--- src/rtl/csa_resolver_pkg.sv ---
// Shared definitions for the carry-save resolver: FSM state encodings and sizing helpers.
package csa_resolver_pkg;

  typedef enum logic [1:0] {
    CSA_ST_IDLE = 2'd0,
    CSA_ST_ADD  = 2'd1,
    CSA_ST_DONE = 2'd2
  } csa_state_t;

  // Result width: the wider weighted operand plus one bit for the final carry.
  function automatic int csa_w_out(input int w_u, input int w_v, input int v_shift);
    return ((w_u > w_v + v_shift) ? w_u : w_v + v_shift) + 1;
  endfunction

  function automatic int csa_nslice(input int w_out, input int slice);
    return (w_out + slice - 1) / slice;
  endfunction

endpackage

--- src/rtl/csa_resolver_slice_adder.sv ---
// SLICE-bit ripple-carry adder built from full-adder cells; the resolver reuses one
// instance every ADD cycle.
module full_adder (
  input  logic a,
  input  logic b,
  input  logic ci,
  output logic s,
  output logic co
);
  assign s  = a ^ b ^ ci;
  assign co = (a & b) | (ci & (a ^ b));
endmodule

module csa_slice_adder #(
  parameter int SLICE = 4
) (
  input  logic [SLICE-1:0] a,
  input  logic [SLICE-1:0] b,
  input  logic             cin,
  output logic [SLICE-1:0] s,
  output logic             cout
);
  logic [SLICE:0] c;

  assign c[0] = cin;
  assign cout = c[SLICE];

  full_adder u_fa [SLICE-1:0] (
    .a  (a),
    .b  (b),
    .ci (c[SLICE-1:0]),
    .s  (s),
    .co (c[SLICE:1])
  );
endmodule

--- src/rtl/csa_resolver.sv ---
// Iterative carry-propagate resolver: out_sum = u + (v << V_SHIFT), SLICE bits per cycle.
// Define CSA_RESOLVE_CHK_EN to add the chk_err self-check output.
module csa_resolver
  import csa_resolver_pkg::*;
#(
  parameter int W_U     = 10,
  parameter int W_V     = 8,
  parameter int V_SHIFT = 2,
  parameter int SLICE   = 4,
  localparam int W_OUT  = csa_w_out(W_U, W_V, V_SHIFT)
) (
  input  logic             clk,
  input  logic             reset,
  input  logic             in_valid,
  output logic             in_ready,
  input  logic [W_U-1:0]   u,
  input  logic [W_V-1:0]   v,
  output logic             out_valid,
  input  logic             out_ready,
  output logic [W_OUT-1:0] out_sum
`ifdef CSA_RESOLVE_CHK_EN
  ,
  output logic             chk_err
`endif
);

  localparam int NSLICE = csa_nslice(W_OUT, SLICE);
  localparam int PW     = NSLICE * SLICE;
  localparam int IW     = (NSLICE > 1) ? $clog2(NSLICE) : 1;
  localparam logic [IW-1:0] LAST = IW'(NSLICE - 1);

  csa_state_t                     state;
  logic [IW-1:0]                  idx;
  logic                           carry;
  logic [NSLICE-1:0][SLICE-1:0]   u_q, v_q, sum_q;
  logic [SLICE-1:0]               s_slice;
  logic                           c_out;
  logic [PW-1:0]                  sum_flat;

  assign in_ready  = (state == CSA_ST_IDLE) && !reset;
  assign sum_flat  = sum_q;
  assign out_sum   = sum_flat[W_OUT-1:0];

  // Padding bits above W_OUT never carry data; the sizing guarantees they stay zero.
  generate
    if (PW > W_OUT) begin : g_pad
      logic unused_pad;
      assign unused_pad = ^sum_flat[PW-1:W_OUT];
    end
  endgenerate

  csa_slice_adder #(.SLICE(SLICE)) u_slice (
    .a    (u_q[idx]),
    .b    (v_q[idx]),
    .cin  (carry),
    .s    (s_slice),
    .cout (c_out)
  );

  always_ff @(posedge clk) begin
    if (reset) begin
      state     <= CSA_ST_IDLE;
      idx       <= '0;
      carry     <= 1'b0;
      out_valid <= 1'b0;
      sum_q     <= '0;
      u_q       <= '0;
      v_q       <= '0;
    end else begin
      case (state)
        CSA_ST_IDLE: begin
          if (in_valid) begin
            u_q   <= PW'(u);
            v_q   <= PW'(v) << V_SHIFT;
            carry <= 1'b0;
            idx   <= '0;
            sum_q <= '0;
            state <= CSA_ST_ADD;
          end
        end
        CSA_ST_ADD: begin
          sum_q[idx] <= s_slice;
          carry      <= c_out;
          if (idx == LAST) begin
            idx       <= '0;
            out_valid <= 1'b1;
            state     <= CSA_ST_DONE;
          end else begin
            idx <= idx + IW'(1);
          end
        end
        CSA_ST_DONE: begin
          if (out_ready) begin
            out_valid <= 1'b0;
            state     <= CSA_ST_IDLE;
          end
        end
        default: state <= CSA_ST_IDLE;
      endcase
    end
  end

`ifdef CSA_RESOLVE_CHK_EN
  logic [W_OUT-1:0] chk_ref_q;

  always_ff @(posedge clk) begin
    if (reset) chk_ref_q <= '0;
    else if (in_valid && in_ready)
      chk_ref_q <= W_OUT'(u) + (W_OUT'(v) << V_SHIFT);
  end

  // Only meaningful once all slices are written; IDLE/ADD report clean.
  assign chk_err = (state == CSA_ST_DONE) && (out_sum != chk_ref_q);
`endif

endmodule

--- config.mk ---
export PLATFORM = sky130hd
export DESIGN_NAME = csa_resolver
export DESIGN_NICKNAME = d
export VERILOG_FILES = /design/src/rtl/csa_resolver_pkg.sv /design/src/rtl/csa_resolver_slice_adder.sv /design/src/rtl/csa_resolver.sv
export SDC_FILE = /design/constraint.sdc
export NUM_CORES = 1
export LEC_CHECK = 0
export ABC_AREA = 1
export CORE_MARGIN = 5
export CORE_UTILIZATION = 40
export DETAILED_ROUTE_END_ITERATION = 12
export PLACE_DENSITY_LB_ADDON = 0.1
export SKIP_LAST_GASP = 1
export SYNTH_ARGS = -nofsm -noshare
export SYNTH_HDL_FRONTEND = slang
export SYNTH_SLANG_ARGS = --single-unit
--- constraint.sdc ---
create_clock -name clk -period 5.57 [get_ports clk]
set_input_delay 1.114 -clock clk [delete_from_list [all_inputs] [get_ports clk]]
set_output_delay 1.114 -clock clk [all_outputs]
set_load 0.005 [all_outputs]
Yosys cells after proc, flatten, opt, wreduce, memory -nomap -nowiden:

Cells that the tools add are included.

* add/subtract/negate cells: 1
* $mul: 0
* div/mod/pow operators: 0
* $lt $le $gt $ge: 2
* equality and inequality tests: 6
* shifts and indexed selects: 0
* muxes and demuxes: 21
* bitwise gates (word level): 20
* reductions and logical operators: 10

Operator list (number)
* $pmux W12 S2: 1
* $bmux W4 S2: 2
* $bwmux W12: 1
* $mux W12: 1
* $mux W4: 3
* $mux W2: 5
* $and A1 B1 Y1: 8
* $demux W4 S2: 1
* $xor A1 B1 Y1: 8
* $ne A2 B2 Y1 const B: 3
* $pmux W2 S3: 1
* $reduce_and A3 Y1: 2
* $eq A2 B2 Y1 const B: 2
* $or A1 B1 Y1: 4
* $pmux W1 S2: 2
* $pmux W2 S2: 1
* $reduce_and A2 Y1: 2
* $reduce_bool A2 Y1: 2
* $lt A2 B3 Y1 const B: 1
* $mux W1: 3
* $add A2 B1 Y2 const B: 1
* $eq A2 B1 Y1 const B: 1
* $ge A2 B1 Y1 const B: 1
* $logic_and A1 B1 Y1: 2
* other kinds (2): 2

* register bits: 36
* bits in latches: 0
* memory bits (writable): 0
* memory bits (read-only): 0
* input bits: 22
* logic and storage cells: 73
* memories: 0

Depth between registers and ports, before layout:

Gate-level depths: netlist (run 1).

* word-level depth: 12
* gate-level depth with buffers: 12
* mapped depth without buffers: 12

Cells and area by module:

From an unflattened synthesis (run 1), not the netlist that was laid out.

* cell total of the unflattened synthesis: 182
* area, all modules: 1505.2 µm²

Modules (own cells, without submodules)
* csa_resolver: times used 1, cells an instance 178, area an instance 1425.1 µm², sequential area each 700.7 µm²
* full_adder: times used 4, cells an instance 1, area an instance 20.0 µm², sequential area each 0.0 µm²

Least setup slack after synthesis (run 1):

No wires, ideal clock.

* path type: input-to-output
* from: in reset
* to: out in_ready
* arrival: 1.631 ns
* setup slack: 2.825 ns
* stages on the path: 3
* path through: buf_2 clkbuf_1 nor2_1

* longest elaborated chain between the ends: 2

Ends and longest elaborated chain
* from (decl): line csa_resolver.sv:13 `input logic reset,`
* $logic_not A1 Y1: line csa_resolver.sv:40 `assign in_ready = (state == CSA_ST_IDLE) && !reset;`
* $logic_and A1 B1 Y1: line csa_resolver.sv:40
* to (decl): line csa_resolver.sv:15 `output logic in_ready,`

No other way between the ends.

Final worst setup path (run 1):

Same ends and word-level chain as after synthesis.

==> summary.txt, run 1 <==
STA
  – RSZ-0062 raised after global routing: false
  – Final hold violations: 0
  – Slew margin rel.: 75.23%
  – Max-slew violations: 0
  – Fmax achieved: 280.1 MHz
  – Clock skew: 8.062 ps
  – Finish-stage setup viols: 0
  – Setup TNS: 0 ps
  – Tmin final: 3570 ps
  – Worst hold margin: 468.6 ps
  – Fin worst setup slack: 2000 ps
  – Fin crit share: 64.09%
  – Worst-margin pin slew: 367.6 ps

Power and ir drop
  – Power Internal: 0.3817 mW
  – Pwr dens: 262.5 nW/µm²
  – Logic pwr share: 14.2%
  – Net Sw Frac: 26.26%
  – Clock power share: 33.8%
  – Flop pwr share: 52.0%
  – IR drop worst, VDD: 0.1387 mV
  – Sw power: 0.1359 mW
  – Pleak: 0.7198 nW

Logic synthesis
  – Post-synth EDFFs: 0
  – Async SR Flop Fraction: 0%
  – Synthesized instance count: 188
  – Synth top area share: 45.71%
  – Most common flop cell mapped by yosys: dfxtp_1
  – Syn_nets: 214
  – Top cells by area, synth: dfxtp_1, nand2_1, a21oi_1
  – YS warnings: 0
  – Post-Syn Area: 1533 µm²
  – Cell taking the most area after synthesis: dfxtp_1
  – Most common cell in the netlist: nand2_1
  – Flops & latches, synth: 35
  – Yosys cell types: 22
  – Syn_area_per_cell: 8.153 µm²
  – Post-synth top cells: nand2_1, dfxtp_1, a21oi_1
  – Sequential fraction of the synthesis area: 45.71%

GRT
  – Largest net degree at the start of global routing: 37
  – GRT Residual Overflow: 0
  – First-pass GRT wire length: 5.782 mm
  – Antenna violations before repair: 0
  – Vias in the first global route: 1,262
  – Global Route Usage Sum: 14.59%

Floorplanning
  – Die width: 71.90 µm
  – Die extent in y: 71.90 µm
  – Die footprint: 5170 µm²
  – Number of cell rows: 22
  – Core ar.: 3689 µm²
  – Initial Utilization: 41.55%
  – IO Pins: 35

Setup path
  – CP cell instances: clkdlybuf4s50_1, buf_4, nor2_1, clkdlybuf4s50_1
  – Critical path origin: reset
  – Crit-path most repeated cell: clkdlybuf4s50_1
  – Critical path data arrival time: 2460 ps
  – Largest stage delay on the critical path: 450 ps
  – Critical Path Fanout Max: 36
  – Critical path's slowest cell: clkdlybuf4s50_1
  – WS Path Type: in2out
  – Crit start category: primary input
  – CP Capture Type: output pin
  – Worst r2r path cells: 12
  – Reg2Reg Capture Point: out_sum[7]
  – Last element of the critical path: in_ready
  – Worst r2r src: idx[0]
  – R2R Setup Slk: 2730 ps
  – Req. time, crit path: 4460 ps

Route
  – DRT Wirelength: 3.336 mm
  – DR WL/cell: 12.31 µm
  – DR vias: 1,315
  – Final ANT Viol Nets: 0
  – TritonRoute pass-1 iters: 4
  – Via density: 4.852
  – Drt drc: 0
  – Initial drt markers: 45

Hold path
  – HP Class: reg2reg
  – Hold Path Origin: u_q[0]

Clocking
  – Post-CTS setup buffers: 0
  – CTS tree: yes
  – Root Buffer: clkbuf_8
  – Clock transition at the registers of the reported paths: 60 ps
  – Post-CTS sizing: 0
  – Clock latency on the worst-skew pair: 290 ps
  – Total CTS buffers: 5
  – H-Tree Depth: 2
  – Clk sink count: 35
  – # hold bufs at CTS: 0
  – Max clock buf depth: 2

Run
  – Max-Cap Viols: 0

Place
  – GPL Wtd Cong: 0.8613
  – Pre-CTS setup slack: 2005 ps
  – PortBufs: 34
  – Half-perimeter wire length after placement: 2.439 mm
  – Placed Area: 1891 µm²

Finish
  – Fin area: 1972 µm²
  – Final core utilization: 53.46%
  – Layout cells sized above 1: 10.31%
  – Diode count: 0
  – Layout Nets: 248
  – P&R area growth vs syn: 28.65%

Status
  – Status: completed
per-layer routing:
layer / track usage (%) / vias up / routed length, µm
li1: - / 685 / -
met1: 16.11 / 598 / 1391
met2: 25.10 / 25 / 1690
met3: 3.740 / 7 / 163
met4: 8.768 / 0 / 90
met5: 0 / - / 0
worst min-delay path by stage:
| stage | to | cells after the start |
|---|---|---|
| CTS | u_q[0] | 2 |
| finish | u_q[0] | 2 |
| detailed placement | u_q[5] | 2 |
| global placement | u_q[7] | 2 |
| floorplan | u_q[4] | 2 |
| global route | u_q[0] | 2 |
cell usage in the layout, fill, tap and decap left out, types with 4 or more instances in the layout:
master           synthesis  layout
nand2_1                 62      62
dfxtp_1                 35      35
a21oi_1                 34      34
clkdlybuf4s50_1          0      34
nand3_1                 12      12
inv_1                    6       6
a22oi_1                  6       6
nor2_4                   5       5
clkbuf_8                 0       5
inv_2                    4       4
fa_1                     4       4
registers in the layout, summed over array words and instances, names as in the netlist:
| name | count |
|---|---|
| out_sum | 11 |
| u_q | 10 |
| v_q | 8 |
| idx | 2 |
| state | 2 |
| carry | 1 |
| out_valid | 1 |
kinds of logic after synthesis:
kind of cell    count (synthesis)  share of synthesized area, %
fa+ha+maj                       4                         5.225
compound gates                 44                         16.16
buf+inv                        18                         5.713
flops                          35                         45.71
simple gates                   87                         27.18
cell type report:
type                            instances  area, µm²
Multi-Input combinational cell        135      744.5
Sequential cell                        35      700.7
Inverter                               10      37.54
Timing Repair Buffer                   35      347.8
Fill cell                             363       1717
Clock inverter                          1      5.005
Clock buffer                            7      76.32
Tap cell                               48      60.06
critical path: cells and delay by family:
family / cells / cell delay, ps
buffers and inverters: 3 / 1240
and+or+nand+nor: 1 / 90
through the flow:
step / power, mW / instances
global route: 0.5437 / 271
finish: 0.5176 / 271
global placement: 0.3473 / 263
detailed placement: 0.3489 / 263
floorplan: 0.3213 / 188
CTS: 0.5230 / 271
power groups by stage:
stage          clock [mW]  combinational, mW  sequential, mW
5_1_grt             0.189             0.0841           0.270
3_3_place_gp            0             0.0732           0.274
4_1_cts             0.179             0.0746           0.269
3_5_place_dp            0             0.0744           0.275
2_1_floorplan           0             0.0484           0.273
6_report            0.175             0.0735           0.269
(Power assumes the default switching activity.)
==> run 2: changes to the inputs <==
Clock period 5.57 ns to 3.1 ns, I/O delays scaled along.
==> run 2 against run 1 <==
Compared with the run above: final area grew 0.95%; sequential cell count unchanged; largest power group unchanged; critical path depth rose by 8; global-route usage is 0.57 points lower; clock-buffer cell count increased by 1; critical path type is now reg2reg; via count fell by 1.3%; register-to-register slack got worse by 2400 ps; non-clock buffer count stayed put; combinational power grew 81%; first-iteration DRC count up 84%; sequential power rose by 80%; hold slack about the same.
==> summary.txt, run 2 (synthesis results as in run 1) <==
Setup path
  – WS Path Type: reg2reg (was in2out)
  – Largest stage delay on the critical path: 500 ps (was 450 ps)
  – Crit start category: flop (was primary input)
  – R2R Setup Slk: 300 ps (was 2730 ps)
  – Critical Path Fanout Max: 9 (was 36)
  – CP Capture Type: flop (was output pin)
  – CP cell instances: inv_2, nor2_4, a22oi_1, nand2_1, fa_1, inv_1, fa_1, fa_1, fa_1, inv_1, nand2_1, a21oi_1 (was clkdlybuf4s50_1, buf_4, nor2_1, clkdlybuf4s50_1)
  – Worst r2r src: idx[0] (unchanged)
  – Req. time, crit path: 3260 ps (was 4460 ps)
  – Worst r2r path cells: 12 (unchanged)
  – Crit-path most repeated cell: fa_1 (was clkdlybuf4s50_1)
  – Reg2Reg Capture Point: out_sum[7] (unchanged)
  – Critical path's slowest cell: dfxtp_1 (was clkdlybuf4s50_1)
  – Critical path data arrival time: 2960 ps (was 2460 ps)

Place
  – Placed insts: 263 (unchanged)
  – GPL Wtd Cong: 0.8497 (was 0.8613)
  – PortBufs: 34 (unchanged)
  – Pre-CTS setup slack: 318.3 ps (was 2005 ps)
  – Half-perimeter wire length after placement: 2.578 mm (was 2.439 mm)
  – Placed Area: 1891 µm² (unchanged)

GRT
  – GRT Residual Overflow: 0 (unchanged)
  – Antenna violations before repair: 0 (unchanged)
  – Global Route Usage Sum: 14.02% (was 14.59%)
  – First-pass GRT wire length: 5.637 mm (was 5.782 mm)
  – Vias in the first global route: 1,278 (was 1,262)
  – Largest net degree at the start of global routing: 36 (was 37)

Finish
  – Most common cell after layout, fill and taps aside: nand2_1 (unchanged)
  – P&R area growth vs syn: 29.88% (was 28.65%)
  – Most frequent cells in the layout: nand2_1, dfxtp_1, a21oi_1, clkdlybuf4s50_1, nand3_1 (unchanged)
  – Diode count: 0 (unchanged)
  – Final cell count without fillers: 271 (unchanged)
  – Layout cells sized above 1: 10.76% (was 10.31%)
  – Multi-input gate area: 744.5 µm² (unchanged)
  – Fin area: 1991 µm² (was 1972 µm²)
  – Max FFs per register: 11 (unchanged)
  – Reg area: 700.7 µm² (unchanged)
  – Layout Nets: 248 (unchanged)
  – Fillers: 371 (was 363)

Route
  – Routed wl met3: 146 µm (was 163 µm)
  – DR vias: 1,298 (was 1,315)
  – Top Layer Used: met4 (unchanged)
  – Metal-1 WL: 1.508 mm (was 1.391 mm)
  – DR WL/cell: 12.69 µm (was 12.31 µm)
  – Drt drc: 0 (unchanged)
  – TritonRoute pass-1 iters: 4 (unchanged)
  – Metal2 WL: 1.736 mm (was 1.690 mm)
  – DRT Wirelength: 3.438 mm (was 3.336 mm)
  – Via density: 4.790 (was 4.852)
  – Initial drt markers: 83 (was 45)
  – Final ANT Viol Nets: 0 (unchanged)

Hold path
  – Hold Path Sink: u_q[3] (was u_q[0])
  – Hold-critical path depth: 2 (unchanged)
  – Hold Path Origin: u_q[3] (was u_q[0])
  – HP Class: reg2reg (unchanged)

STA
  – Worst hold margin: 468.3 ps (was 468.6 ps)
  – Fmax achieved: 357.4 MHz
  – Slew margin rel.: 68.00% (was 75.23%)
  – RSZ-0062 raised after global routing: false (unchanged)
  – Fin crit share: 90.27%
  – Worst-margin pin slew: 475.0 ps (was 367.6 ps)
  – Final hold violations: 0 (unchanged)
  – Clock skew: 3.364 ps (was 8.062 ps)
  – Max-slew violations: 0 (unchanged)
  – Finish-stage setup viols: 0 (unchanged)
  – Tmin final: 2798 ps
  – Fin worst setup slack: 301.8 ps (was 2000 ps)
  – Setup TNS: 0 ps (unchanged)

Clocking
  – Max clock buf depth: 2 (unchanged)
  – Total CTS buffers: 5 (unchanged)
  – Clk sink count: 35 (unchanged)
  – Post-CTS sizing: 0 (unchanged)
  – H-Tree Depth: 2 (unchanged)
  – Clock transition at the registers of the reported paths: 70 ps (was 60 ps)
  – CTS tree: yes (unchanged)
  – Post-CTS setup buffers: 0 (unchanged)
  – Clock latency on the worst-skew pair: 280 ps (was 290 ps)
  – Root Buffer: clkbuf_8 (unchanged)
  – # hold bufs at CTS: 0 (unchanged)

Power and ir drop
  – Logic pwr share: 13.7% (was 14.2%)
  – Power Internal: 0.7311 mW (was 0.3817 mW)
  – Flop pwr share: 49.6% (was 52.0%)
  – IR drop worst, VDD: 0.2737 mV (was 0.1387 mV)
  – Clock power share: 36.7% (was 33.8%)
  – Pwr dens: 490.0 nW/µm² (was 262.5 nW/µm²)
  – Pleak: 0.7290 nW (was 0.7198 nW)
  – Net Sw Frac: 25.05% (was 26.26%)
  – Sw power: 0.2443 mW (was 0.1359 mW)

Floorplanning
  – Number of cell rows: 22 (unchanged)
  – Core ar.: 3689 µm² (unchanged)
  – IO Pins: 35 (unchanged)
  – Die extent in y: 71.90 µm (unchanged)
  – Initial Utilization: 41.55% (unchanged)
  – Die width: 71.90 µm (unchanged)
  – Die footprint: 5170 µm² (unchanged)

Run
  – Max-Cap Viols: 0 (unchanged)

Status
  – Status: completed (unchanged)
## run 2: metrics by stage
step                      utilization (%)  total power [mW]
after global placement              51.26            0.6249
after floorplan                         -            0.5773
after CTS                           53.97            0.9863
final                               53.97            0.9754
after global routing                53.97             1.018
after detailed placement            51.26            0.6293
## run 2: worst max-delay path: cells and delay by family (launching register included)
kind / cells / cell delay [ps]
buffers and inverters: 3 / 200
AND/OR/NAND/NOR: 3 / 390
AO/OA/AOI/OAI: 2 / 170
flip-flops: 1 / 500
adder cells (fa/ha/maj): 4 / 1430
## run 2: final cells by class
type | instances | area share [%]
flip-flops and latches | 35 | 35.20
inverters | 10 | 1.886
well taps | 48 | 3.017
clock buffers | 8 | 5.028
multi-input cells | 135 | 37.40
repair buffers | 35 | 17.47
## run 2: metal layers
| layer | global-route usage (%) | vias up |
|---|---|---|
| li1 | - | 680 |
| met5 | 0 | - |
| met3 | 3.740 | 6 |
| met4 | 6.263 | 0 |
| met2 | 24.49 | 24 |
| met1 | 15.98 | 588 |
## run 2: worst max-delay path by stage
stage | endpoint | slack (ps) | cells after the start | start
after global routing | carry | 150 | 11 | idx[0]
after detailed placement | out_sum[7] | 320 | 12 | idx[0]
after global placement | out_sum[7] | 410 | 12 | idx[0]
final | out_sum[7] | 300 | 12 | idx[0]
after CTS | out_sum[7] | 310 | 12 | idx[0]
after floorplan | out_sum[3] | 510 | 12 | idx[0]
## run 2: power groups by stage
stage	registers [mW]	logic, mW	clock network, mW
after floorplan	0.490	0.0870	0
after global placement	0.494	0.131	0
after detailed placement	0.494	0.135	0
after CTS	0.484	0.135	0.367
after global routing	0.486	0.150	0.382
final	0.484	0.133	0.358
==> run 3: changes to the inputs <==
Settings changed: SKIP_CTS_REPAIR_TIMING set to 1, SYNTH_HIERARCHICAL set to 1.
==> run 3 against run 2 <==
Compared with the run above: clock skew down 1.0 ps; largest cell class is now sequential cells; area after synthesis is 1.8% lower; sequential share of layout area rose by 0.76 points; routed wire length down 4.8%; sequential cell count is the same; register-to-register slack lost 70 ps; power fell by 0.81%; non-clock buffer count unchanged.
==> summary.txt, run 3 <==
STA
  – Setup TNS: 0 ps (unchanged)
  – Final hold violations: 0 (unchanged)
  – Worst-margin pin slew: 368.3 ps (was 475.0 ps)
  – RSZ-0062 raised after global routing: false (unchanged)
  – Slew margin rel.: 75.45% (was 68.00%)
  – Fin crit share: 92.63% (was 90.27%)
  – Max-slew violations: 0 (unchanged)
  – Tmin final: 2871 ps (was 2798 ps)
  – Fin worst setup slack: 228.5 ps (was 301.8 ps)
  – Fmax achieved: 348.3 MHz (was 357.4 MHz)
  – Finish-stage setup viols: 0 (unchanged)
  – Worst hold margin: 461.6 ps (was 468.3 ps)
  – Clock skew: 2.334 ps (was 3.364 ps)

Logic synthesis
  – Post-Syn Area: 1505 µm² (was 1533 µm²)
  – Top cells by area, synth: dfxtp_1, nand2_1, a21oi_1 (unchanged)
  – Syn_area_per_cell: 8.270 µm² (was 8.153 µm²)
  – Post-synth top cells: nand2_1, dfxtp_1, a21oi_1 (unchanged)
  – Synth top area share: 46.55% (was 45.71%)
  – Post-synth EDFFs: 0 (unchanged)
  – Most common cell in the netlist: nand2_1 (unchanged)
  – Flops & latches, synth: 35 (unchanged)
  – Sequential fraction of the synthesis area: 46.55% (was 45.71%)
  – Syn_nets: 208 (was 214)
  – Cell taking the most area after synthesis: dfxtp_1 (unchanged)
  – YS warnings: 6 (was 0)
  – Yosys cell types: 24 (was 22)
  – Async SR Flop Fraction: 0% (unchanged)
  – Synthesized instance count: 182 (was 188)
  – Most common flop cell mapped by yosys: dfxtp_1 (unchanged)

Run
  – Max-Cap Viols: 0 (unchanged)

Finish
  – Layout Nets: 243 (was 248)
  – P&R area growth vs syn: 29.68% (was 29.88%)
  – Final cell count without fillers: 266 (was 271)
  – Diode count: 0 (unchanged)
  – Fin area: 1952 µm² (was 1991 µm²)
  – Layout cells sized above 1: 9.633% (was 10.76%)
  – Fillers: 362 (was 371)
  – Final core utilization: 53.32% (was 53.97%)
  – Most common cell after layout, fill and taps aside: nand2_1 (unchanged)
  – Max FFs per register: 11 (unchanged)
  – Most frequent cells in the layout: nand2_1, dfxtp_1, clkdlybuf4s50_1 (was nand2_1, dfxtp_1, a21oi_1, clkdlybuf4s50_1, nand3_1)

Route
  – DR WL/cell: 12.30 µm (was 12.69 µm)
  – TritonRoute pass-1 iters: 2 (was 4)
  – Drt drc: 0 (unchanged)
  – DRT Wirelength: 3.272 mm (was 3.438 mm)
  – Final ANT Viol Nets: 0 (unchanged)
  – Via density: 4.865 (was 4.790)
  – Initial drt markers: 76 (was 83)
  – DR vias: 1,294 (was 1,298)

Clocking
  – Clock transition at the registers of the reported paths: 70 ps (about the same)
  – CTS tree: yes (unchanged)
  – Clk sink count: 35 (unchanged)
  – H-Tree Depth: 2 (unchanged)
  – Root Buffer: clkbuf_8 (unchanged)
  – Total CTS buffers: 5 (unchanged)
  – Max clock buf depth: 2 (unchanged)
  – Clock latency on the worst-skew pair: 280 ps (about the same)

GRT
  – GRT Residual Overflow: 0 (unchanged)
  – Vias in the first global route: 1,285 (was 1,278)
  – Global Route Usage Sum: 14.18% (was 14.02%)
  – Antenna violations before repair: 0 (unchanged)
  – First-pass GRT wire length: 5.658 mm (was 5.637 mm)
  – Largest net degree at the start of global routing: 36 (unchanged)

Floorplanning
  – Initial Utilization: 41.11% (was 41.55%)
  – IO Pins: 35 (unchanged)
  – Die extent in y: 71.35 µm (was 71.90 µm)
  – Die footprint: 5090 µm² (was 5170 µm²)
  – Core ar.: 3661 µm² (was 3689 µm²)
  – Die width: 71.35 µm (was 71.90 µm)
  – Number of cell rows: 22 (unchanged)

Place
  – Half-perimeter wire length after placement: 2.432 mm (was 2.578 mm)
  – Pre-CTS setup slack: 228.1 ps (was 318.3 ps)
  – PortBufs: 34 (unchanged)
  – Placed Area: 1851 µm² (was 1891 µm²)
  – Placed insts: 258 (was 263)
  – GPL Wtd Cong: 0.7866 (was 0.8497)

Setup path
  – Critical path data arrival time: 3090 ps (was 2960 ps)
  – Req. time, crit path: 3320 ps (was 3260 ps)
  – Critical Path Fanout Max: 5 (was 9)
  – CP Capture Type: flop (unchanged)
  – WS Path Type: reg2reg (unchanged)
  – Crit start category: flop (unchanged)

Power and ir drop
  – Overall power: 0.9675 mW (was 0.9754 mW)
  – IR drop worst, VDD: 0.3605 mV (was 0.2737 mV)
  – Pleak: 0.7590 nW (was 0.7290 nW)
  – Pwr dens: 495.7 nW/µm² (was 490.0 nW/µm²)

Hold path
  – HP Class: reg2reg (unchanged)

Status
  – Status: completed (unchanged)
run 3: changes by cell type after synthesis, moves of 2 or more:
cell,delta
nand2_1,+3
buf_4,-3
clkbuf_1,-2
a22oi_1,-4
a22o_1,+6
buf_1,+2
nor2_4,-3
nand3_1,-3
run 3: cell type report:
| cell class | instances | area [µm²] | share of cell area, % |
|---|---|---|---|
| Sequential cell | 35 | 701.9 | 35.96 |
| Multi-Input combinational cell | 129 | 695.7 | 35.64 |
| Timing Repair Buffer | 35 | 347.8 | 17.82 |
| Clock buffer | 8 | 100.1 | 5.128 |
| Tap cell | 48 | 60.06 | 3.077 |
| Inverter | 11 | 46.29 | 2.372 |
run 3: final timing paths:
| path | end | slack, ps | startpoint | cells after the start |
|---|---|---|---|---|
| worst max-delay path | out_sum[3] | 230 | idx[0] | 10 |
| worst min-delay path | out_sum[9] | 460 | out_sum[9] | 2 |
| worst max register to register | out_sum[3] | 230 | idx[0] | 10 |
| worst min register to register | out_sum[9] | 460 | out_sum[9] | 2 |
run 3: kinds of logic (layout without fill, tap and decap cells):
logic type / after synthesis / after routing / share of synthesized area [%]
AOI/OAI and AO/OA: 44 / 44 / 17.12
adders and majority gates: 4 / 4 / 5.320
buffers and inverters: 18 / 54 / 7.231
DFF: 35 / 35 / 46.55
and+or+nand+nor: 81 / 81 / 23.77
run 3: report_power, final:
part	internal (mW)	switching [mW]
Clock	0.202	0.151
Combinational	0.0606	0.0711
Sequential	0.470	0.0128
Total	0.733	0.235
run 3: routing by layer:
metal  vias up  wire [µm]  GRT usage [%]
met2        28       1635          24.59
li1        669          -              -
met3         7        178          5.049
met1       590       1383          15.40
met5         -          0              0
met4         0         75          6.472
run 3: worst max-delay path: stages (launching register included):
cell	delay (ps)
dfxtp_1	430
inv_1	70
nand2_1	80
inv_1	90
a22o_1	220
fa_1	410
fa_1	390
fa_1	390
fa_1	510
nand2_1	60
a21oi_1	140
